==> config.mk <==
export PLATFORM = sky130hd
export DESIGN_NAME = command_decoder
export DESIGN_NICKNAME = d
export VERILOG_FILES = /design/src/rtl/command_decoder_pkg.sv /design/src/rtl/command_decoder_ppfifo_reader.sv /design/src/rtl/command_decoder.sv
export SDC_FILE = /design/constraint.sdc
export NUM_CORES = 1
export LEC_CHECK = 0
export ABC_AREA = 1
export CORE_MARGIN = 5
export CORE_UTILIZATION = 51
export CTS_CLUSTER_DIAMETER = 80
export DETAILED_ROUTE_END_ITERATION = 10
export GPL_ROUTABILITY_DRIVEN = 0
export PLACE_DENSITY = 0.77
export SYNTH_ARGS = -nofsm -noshare
export SYNTH_HDL_FRONTEND = slang
export SYNTH_HIERARCHICAL = 1
export SYNTH_SLANG_ARGS = --single-unit
export TNS_END_PERCENT = 50
==> constraint.sdc <==
create_clock -name clk -period 2.2 [get_ports clk]
set_input_delay 0.33 -clock clk [delete_from_list [all_inputs] [get_ports clk]]
set_output_delay 0.33 -clock clk [all_outputs]
set_load 0.02 [all_outputs]
==> src/rtl/command_decoder_pkg.sv <==
// Shared constants, types and helpers for the host command decoder.
package command_decoder_pkg;

  localparam logic [7:0] COMMAND_ID     = 8'hCD;

  localparam logic [7:0] PING_COMMAND   = 8'h00;
  localparam logic [7:0] WRITE_COMMAND  = 8'h01;
  localparam logic [7:0] READ_COMMAND   = 8'h02;
  localparam logic [7:0] CONFIG_COMMAND = 8'h03;

  typedef enum logic [1:0] {
    ERR_NONE        = 2'd0,
    ERR_BAD_ID      = 2'd1,
    ERR_UNKNOWN_CMD = 2'd2,
    ERR_TIMEOUT     = 2'd3
  } err_code_e;

  typedef enum logic [2:0] {
    HDR_ID,
    HDR_COUNT,
    HDR_ADDR,
    ISSUE,
    PAYLOAD
  } dec_state_e;

  function automatic logic cmd_known(input logic [7:0] cmd);
    return (cmd == PING_COMMAND) || (cmd == WRITE_COMMAND) ||
           (cmd == READ_COMMAND) || (cmd == CONFIG_COMMAND);
  endfunction

  // WRITE and non-empty CONFIG carry payload words after the header.
  function automatic logic cmd_has_payload(input logic [7:0] cmd, input logic [31:0] count);
    return ((cmd == WRITE_COMMAND) || (cmd == CONFIG_COMMAND)) && (count != '0);
  endfunction

endpackage

==> src/rtl/command_decoder_ppfifo_reader.sv <==
// Ping-pong FIFO read-side handshake: picks a filled channel, walks its
// block one word per ack and releases it once all words are consumed.
module command_decoder_ppfifo_reader (
  input  logic        clk,
  input  logic        rst,
  input  logic [1:0]  i_ppfifo_rdy,
  output logic [1:0]  o_ppfifo_act,
  input  logic [23:0] i_ppfifo_size,
  input  logic [31:0] i_ppfifo_data,
  output logic        o_ppfifo_stb,
  output logic        o_valid,
  output logic [31:0] o_data,
  input  logic        i_ack
);

  logic [23:0] count;

  assign o_valid      = (o_ppfifo_act != '0) && (count < i_ppfifo_size);
  assign o_data       = i_ppfifo_data;
  assign o_ppfifo_stb = i_ack && o_valid;

  // Channel activation, word counting and release at end of block.
  always_ff @(posedge clk or negedge rst) begin
    if (!rst) begin
      o_ppfifo_act <= '0;
      count        <= '0;
    end else if (o_ppfifo_act == '0) begin
      if (i_ppfifo_rdy != '0) begin
        o_ppfifo_act <= i_ppfifo_rdy[0] ? 2'b01 : 2'b10;
        count        <= '0;
      end
    end else if (count == i_ppfifo_size) begin
      o_ppfifo_act <= '0;
    end else if (o_ppfifo_stb) begin
      count <= count + 24'd1;
    end
  end

endmodule

==> src/rtl/command_decoder.sv <==
// Host command decoder: parses 3-word headers from the ping-pong FIFO,
// issues commands to the master and forwards payload words downstream.
module command_decoder
  import command_decoder_pkg::*;
#(
  parameter logic [31:0] TIMEOUT_CYCLES = 32'd100000
) (
  input  logic        clk,
  input  logic        rst,
  input  logic [1:0]  i_ppfifo_rdy,
  output logic [1:0]  o_ppfifo_act,
  input  logic [23:0] i_ppfifo_size,
  input  logic [31:0] i_ppfifo_data,
  output logic        o_ppfifo_stb,
  input  logic        i_master_ready,
  output logic [7:0]  o_command,
  output logic [7:0]  o_flag,
  output logic [31:0] o_rw_count,
  output logic [31:0] o_address,
  output logic        o_command_rdy_stb,
  input  logic        i_wdata_ready,
  output logic [31:0] o_wdata,
  output logic        o_wdata_stb,
  output logic        o_error_stb,
  output logic [1:0]  o_error_code
);

  dec_state_e  state, state_next;
  logic        rd_valid;
  logic [31:0] rd_data;
  logic        want, accept;
  logic        issue, err_set, timed_state, counting;
  err_code_e   err_code_next;
  logic [7:0]  cmd_q, flag_q;
  logic [31:0] count_q, addr_q, remain, tcnt;

  command_decoder_ppfifo_reader u_reader (
    .clk           (clk),
    .rst           (rst),
    .i_ppfifo_rdy  (i_ppfifo_rdy),
    .o_ppfifo_act  (o_ppfifo_act),
    .i_ppfifo_size (i_ppfifo_size),
    .i_ppfifo_data (i_ppfifo_data),
    .o_ppfifo_stb  (o_ppfifo_stb),
    .o_valid       (rd_valid),
    .o_data        (rd_data),
    .i_ack         (accept)
  );

  assign want = (state == HDR_ID) || (state == HDR_COUNT) || (state == HDR_ADDR) ||
                ((state == PAYLOAD) && i_wdata_ready);
  assign accept = want && rd_valid;
  assign timed_state = (state == HDR_COUNT) || (state == HDR_ADDR) || (state == PAYLOAD);

  // State register.
  always_ff @(posedge clk or negedge rst) begin
    if (!rst) state <= HDR_ID;
    else      state <= state_next;
  end

  // Next-state, issue and error decisions; timeout overrides the state step.
  always_comb begin
    state_next    = state;
    issue         = 1'b0;
    err_set       = 1'b0;
    err_code_next = ERR_NONE;
    counting      = 1'b0;
    case (state)
      HDR_ID: begin
        if (accept) begin
          if (rd_data[31:24] != COMMAND_ID) begin
            err_set       = 1'b1;
            err_code_next = ERR_BAD_ID;
          end else begin
            state_next = HDR_COUNT;
          end
        end
      end
      HDR_COUNT: begin
        counting = 1'b1;
        if (accept) state_next = HDR_ADDR;
      end
      HDR_ADDR: begin
        counting = 1'b1;
        if (accept) begin
          if (cmd_known(cmd_q)) begin
            state_next = ISSUE;
          end else begin
            err_set       = 1'b1;
            err_code_next = ERR_UNKNOWN_CMD;
            state_next    = HDR_ID;
          end
        end
      end
      ISSUE: begin
        if (i_master_ready) begin
          issue      = 1'b1;
          state_next = cmd_has_payload(cmd_q, count_q) ? PAYLOAD : HDR_ID;
        end
      end
      PAYLOAD: begin
        counting = i_wdata_ready;
        if (accept && (remain == 32'd1)) state_next = HDR_ID;
      end
      default: state_next = HDR_ID;
    endcase
    if (counting && !accept && (TIMEOUT_CYCLES != '0) &&
        (tcnt == TIMEOUT_CYCLES - 32'd1)) begin
      err_set       = 1'b1;
      err_code_next = ERR_TIMEOUT;
      state_next    = HDR_ID;
    end
  end

  // Field latches, output registers, payload and timeout counters.
  always_ff @(posedge clk or negedge rst) begin
    if (!rst) begin
      cmd_q             <= '0;
      flag_q            <= '0;
      count_q           <= '0;
      addr_q            <= '0;
      remain            <= '0;
      tcnt              <= '0;
      o_command         <= '0;
      o_flag            <= '0;
      o_rw_count        <= '0;
      o_address         <= '0;
      o_command_rdy_stb <= 1'b0;
      o_wdata           <= '0;
      o_wdata_stb       <= 1'b0;
      o_error_stb       <= 1'b0;
      o_error_code      <= '0;
    end else begin
      o_command_rdy_stb <= issue;
      o_error_stb       <= err_set;
      o_wdata_stb       <= accept && (state == PAYLOAD);
      if (err_set) o_error_code <= err_code_next;

      if (accept) begin
        case (state)
          HDR_ID: begin
            if (rd_data[31:24] == COMMAND_ID) begin
              flag_q <= rd_data[23:16];
              cmd_q  <= rd_data[7:0];
            end
          end
          HDR_COUNT: count_q <= rd_data;
          HDR_ADDR:  addr_q  <= rd_data;
          PAYLOAD: begin
            o_wdata <= rd_data;
            remain  <= remain - 32'd1;
          end
          default: ;
        endcase
      end

      // Outputs only move at issue so they stay stable while the next header streams in.
      if (issue) begin
        o_command  <= cmd_q;
        o_flag     <= flag_q;
        o_rw_count <= count_q;
        o_address  <= addr_q;
        remain     <= count_q;
      end

      // Held (not cleared) while payload is back-pressured.
      if (!timed_state || accept || err_set) tcnt <= '0;
      else if (counting)                     tcnt <= tcnt + 32'd1;
    end
  end

endmodule

==> flow_summary.ini <==
[status]
status = complete, but fails checks
violations = negative setup slack

[setup_path]
r2r-start = u_reader/count[12]$_DFFE_PN0P_
path_max_fanout = 2
slowest_delay_ns = 0.41
crit_slowest_cell = dfrtp_1
r2r-end = u_reader/count[3]$_DFFE_PN0P_
critPathRequiredTime_ns = 1.87
r2r_setup_slack_ns = -0.32
path_cells = ha_1 -> nand2_2 -> nor2_4 -> buf_4 -> nand2_1 -> nand2_1 -> nand2_1 -> nand3_2 -> inv_2 -> nand2_2 -> inv_2 -> nand4_4 -> inv_2 -> buf_6
critPathCaptureType = primary output
crit_arrival_ns = 2.31
crit_family = simple AND/OR/NAND/NOR gates
critPathLaunchType = register
path_buf_inv = 5
ff2ff_path_depth = 19
path_class = reg2out

[clock_network]
clkSlewWorstSetupHoldPaths_ns = 0.06
cts_sinks = 290
cts_tree = done
clock_latency_ns = 0.57
cts_buffers = 29
clockBufferDepth = 3
cts-root-buf = clkbuf_16
cts.htree.levels = 1

[yosys]
synthMuxAreaShare_pct = 0
synth_top_family_by_area = simple AND/OR/NAND/NOR gates
syn_area_mm2 = 0.0146
async_reset_ff_share_pct = 100
avgSynthCellArea_um2 = 7.70
synthSimpleGateAreaFrac_pct = 29.1
synth-compound-area-share_pct = 7.19
yosysUniqueCellTypes = 39
synth_xor_area_share_pct = 2.27
synth_flop_cell = dfrtp_1
synth_top_cells_by_area = dfrtp_1, nand2_1, inv_1, o21ai_0, nor2_1
yosysTopAreaCellShare_pct = 49.5
yosys.area.top_type = dfrtp_1
synth_cells = 1903
synth_edf_count = 0
synth_fa_ha_area_share_pct = 2.39
synth-seq-cells = 290
syn_nets = 1993
ys_warn_count = 6
seq_area_frac_synth_pct = 49.5

[timing]
tightest_slew_ns = 0.814
fmax_mhz = 379
fin_ws_ns = -0.436
relSlewSlack_pct = 45.2
skew_ns = 0.0212
hold_ws_ns = 0.320
slew_violations = 0
fin_setup_tns_ns = -31.12
setup_viol_count_final = 205
finalCritPeriodShare_pct = 120
fin_crit_ns = 2.64
hold_violations = 0
rsz0062_at_grt = yes

[placement]
dpl.hpwl_mm = 28.5
dp.cells = 2469
io_buffer_count = 181

[global_route]
grt_overflow_total = 0
grt_max_degree = 93
use_met3_pct = 6.99
use_met1_pct = 34.4
gr-usage-met2_pct = 48.0
gr-usage-all-layers_pct = 28.2
grt_pass1_wl_mm = 75.3
busiest_layer = met2
antenna_found_initial = 0
grt_pass1_vias = 14400

[layout]
final_common_cell = nand2_1
seq_area_mm2 = 0.00726
fillers = 1877
area_growth_syn_to_layout_pct = 42.2
diodes = 0
drive_gt1_share_pct = 21.2
layout_common_cells = nand2_1, dfrtp_1, inv_1
multi_input_area_mm2 = 0.00722
stdcell_count = 2596
nets = 2279

[die]
start_util_pct = 51.3
die_y_um = 179
fp.dieW_um = 179
core_mm2 = 0.0285
die-area_mm2 = 0.0322
rows = 62
ioPinCount = 182

[drt]
remaining_drc_errors = 0
wl_per_cell_um = 19.6
dr.pass1.iters = 7
via_count = 14700
ant_nets = 0
routed_wl_mm = 51.0
dr.first_iter.drc_count = 1665
viasPerCell = 5.67

[power]
comb_power_share_pct = 49.3
cell_internal_pwr_uw = 16500
netSwitchingFraction_pct = 40.9
p_sw_uw = 11400
p_per_area_mw_per_mm2 = 1340
peakVddDrop_mv = 1.06
p_clk_share_pct = 19.9
leakagePower_uw = 0.0100
seqPwrFrac_pct = 30.8

[run]
cap_violations = 0

[min_path]
hold_path.class = in2async
==> worst max path at each step <==
stage                              startpoint                   end  slack (ns)  cells after the start
3_3_place_gp                i_ppfifo_size[21]          o_ppfifo_stb       -0.85                     16
2_1_floorplan  u_reader/count[15]$_DFFE_PN0P_  tcnt[25]$_DFFE_PN0P_        0.03                     16
3_5_place_dp                i_ppfifo_size[21]          o_ppfifo_stb       -0.89                     16
4_1_cts        u_reader/count[23]$_DFFE_PN0P_          o_ppfifo_stb       -0.45                     14
5_1_grt        u_reader/count[12]$_DFFE_PN0P_          o_ppfifo_stb       -0.56                     14
6_report       u_reader/count[12]$_DFFE_PN0P_          o_ppfifo_stb       -0.44                     14
==> cell usage after synthesis (3+ instances only) <==
cell      count
a21oi_1      21
buf_2        21
buf_4        39
buf_6         5
clkbuf_1     23
dfrtp_1     290
ha_1         28
inv_1       219
inv_2         4
nand2_1     661
nand2_2       4
nand2_4       5
nand3_1      89
nand3_2       3
nand4_1      33
nor2_1      194
nor2_2       11
nor3_1       26
nor4_1        3
o211ai_1      9
o21ai_0     154
o21bai_1      3
xnor2_1      13
xor2_1       25
==> metrics by stage <==
| stage | utilization, % | setup slack, ns | power [uW] | cell area, um^2 |
|---|---|---|---|---|
| final | 73.0 | -0.436 | 27900 | 20800 |
| after global routing | 73.0 | -0.563 | 29200 | 20800 |
| after CTS | 69.1 | -0.453 | 26000 | 19700 |
| after detailed placement | 60.7 | -0.886 | 18000 | 17300 |
| after global placement | 60.7 | -0.845 | 17700 | 17300 |
| after floorplan | - | 0.0286 | 13800 | 14600 |
==> logic make-up after synthesis <==
kind of cell / after synthesis
compound gates: 198
simple gates: 1036
fa+ha+maj: 28
flops: 290
xor+xnor: 38
buf+inv: 313
==> area by class of cell <==
class / instances / area share, %
Timing Repair Buffer: 339 / 18.9
Timing Repair inverter: 2 / 0.108
Multi-Input combinational cell: 1303 / 34.7
Tap cell: 384 / 2.31
Sequential cell: 290 / 34.8
Inverter: 224 / 4.15
Clock buffer: 36 / 3.66
Clock inverter: 18 / 1.34
==> flip-flops by register name, summed over array words and instances (netlist names) <==
register               cells
flag_q                     8
state                      3
o_command_rdy_stb          1
o_wdata                   32
o_error_code               2
o_command                  8
o_wdata_stb                1
o_rw_count                32
cmd_q                      8
count_q                   32
o_error_stb                1
tcnt                      32
addr_q                    32
o_flag                     8
remain                    32
u_reader/count            24
o_address                 32
u_reader/o_ppfifo_act      2
==> per-layer routing <==
| metal | vias up | wire length [um] |
|---|---|---|
| li1 | 6521 | - |
| met1 | 7032 | 18400 |
| met2 | 918 | 24600 |
| met3 | 249 | 4830 |
| met4 | 0 | 3170 |
| met5 | - | 0 |
==> power by group through the flow <==
| stage | Sequential, uW | Combinational, uW | Clock (uW) |
|---|---|---|---|
| floorplan | 9380 | 4400 | 0 |
| global placement | 8360 | 9360 | 0 |
| detailed placement | 8410 | 9630 | 0 |
| CTS | 8410 | 12100 | 5510 |
| global route | 8750 | 14600 | 5790 |
| finish | 8610 | 13800 | 5550 |
==> what timing repair did <==
| item | CTS | global route |
|---|---|---|
| pin swaps | 25 | 46 |
| gates cloned | 27 | 7 |
| setup endpoints to repair | 206 | 210 |
| gates resized for setup | 201 | 255 |
| setup buffers | 25 | 25 |
| hold endpoints to repair | 60 | 0 |
| hold buffers | 1 | 0 |
Note: power is estimated with default switching activity, not from simulation.
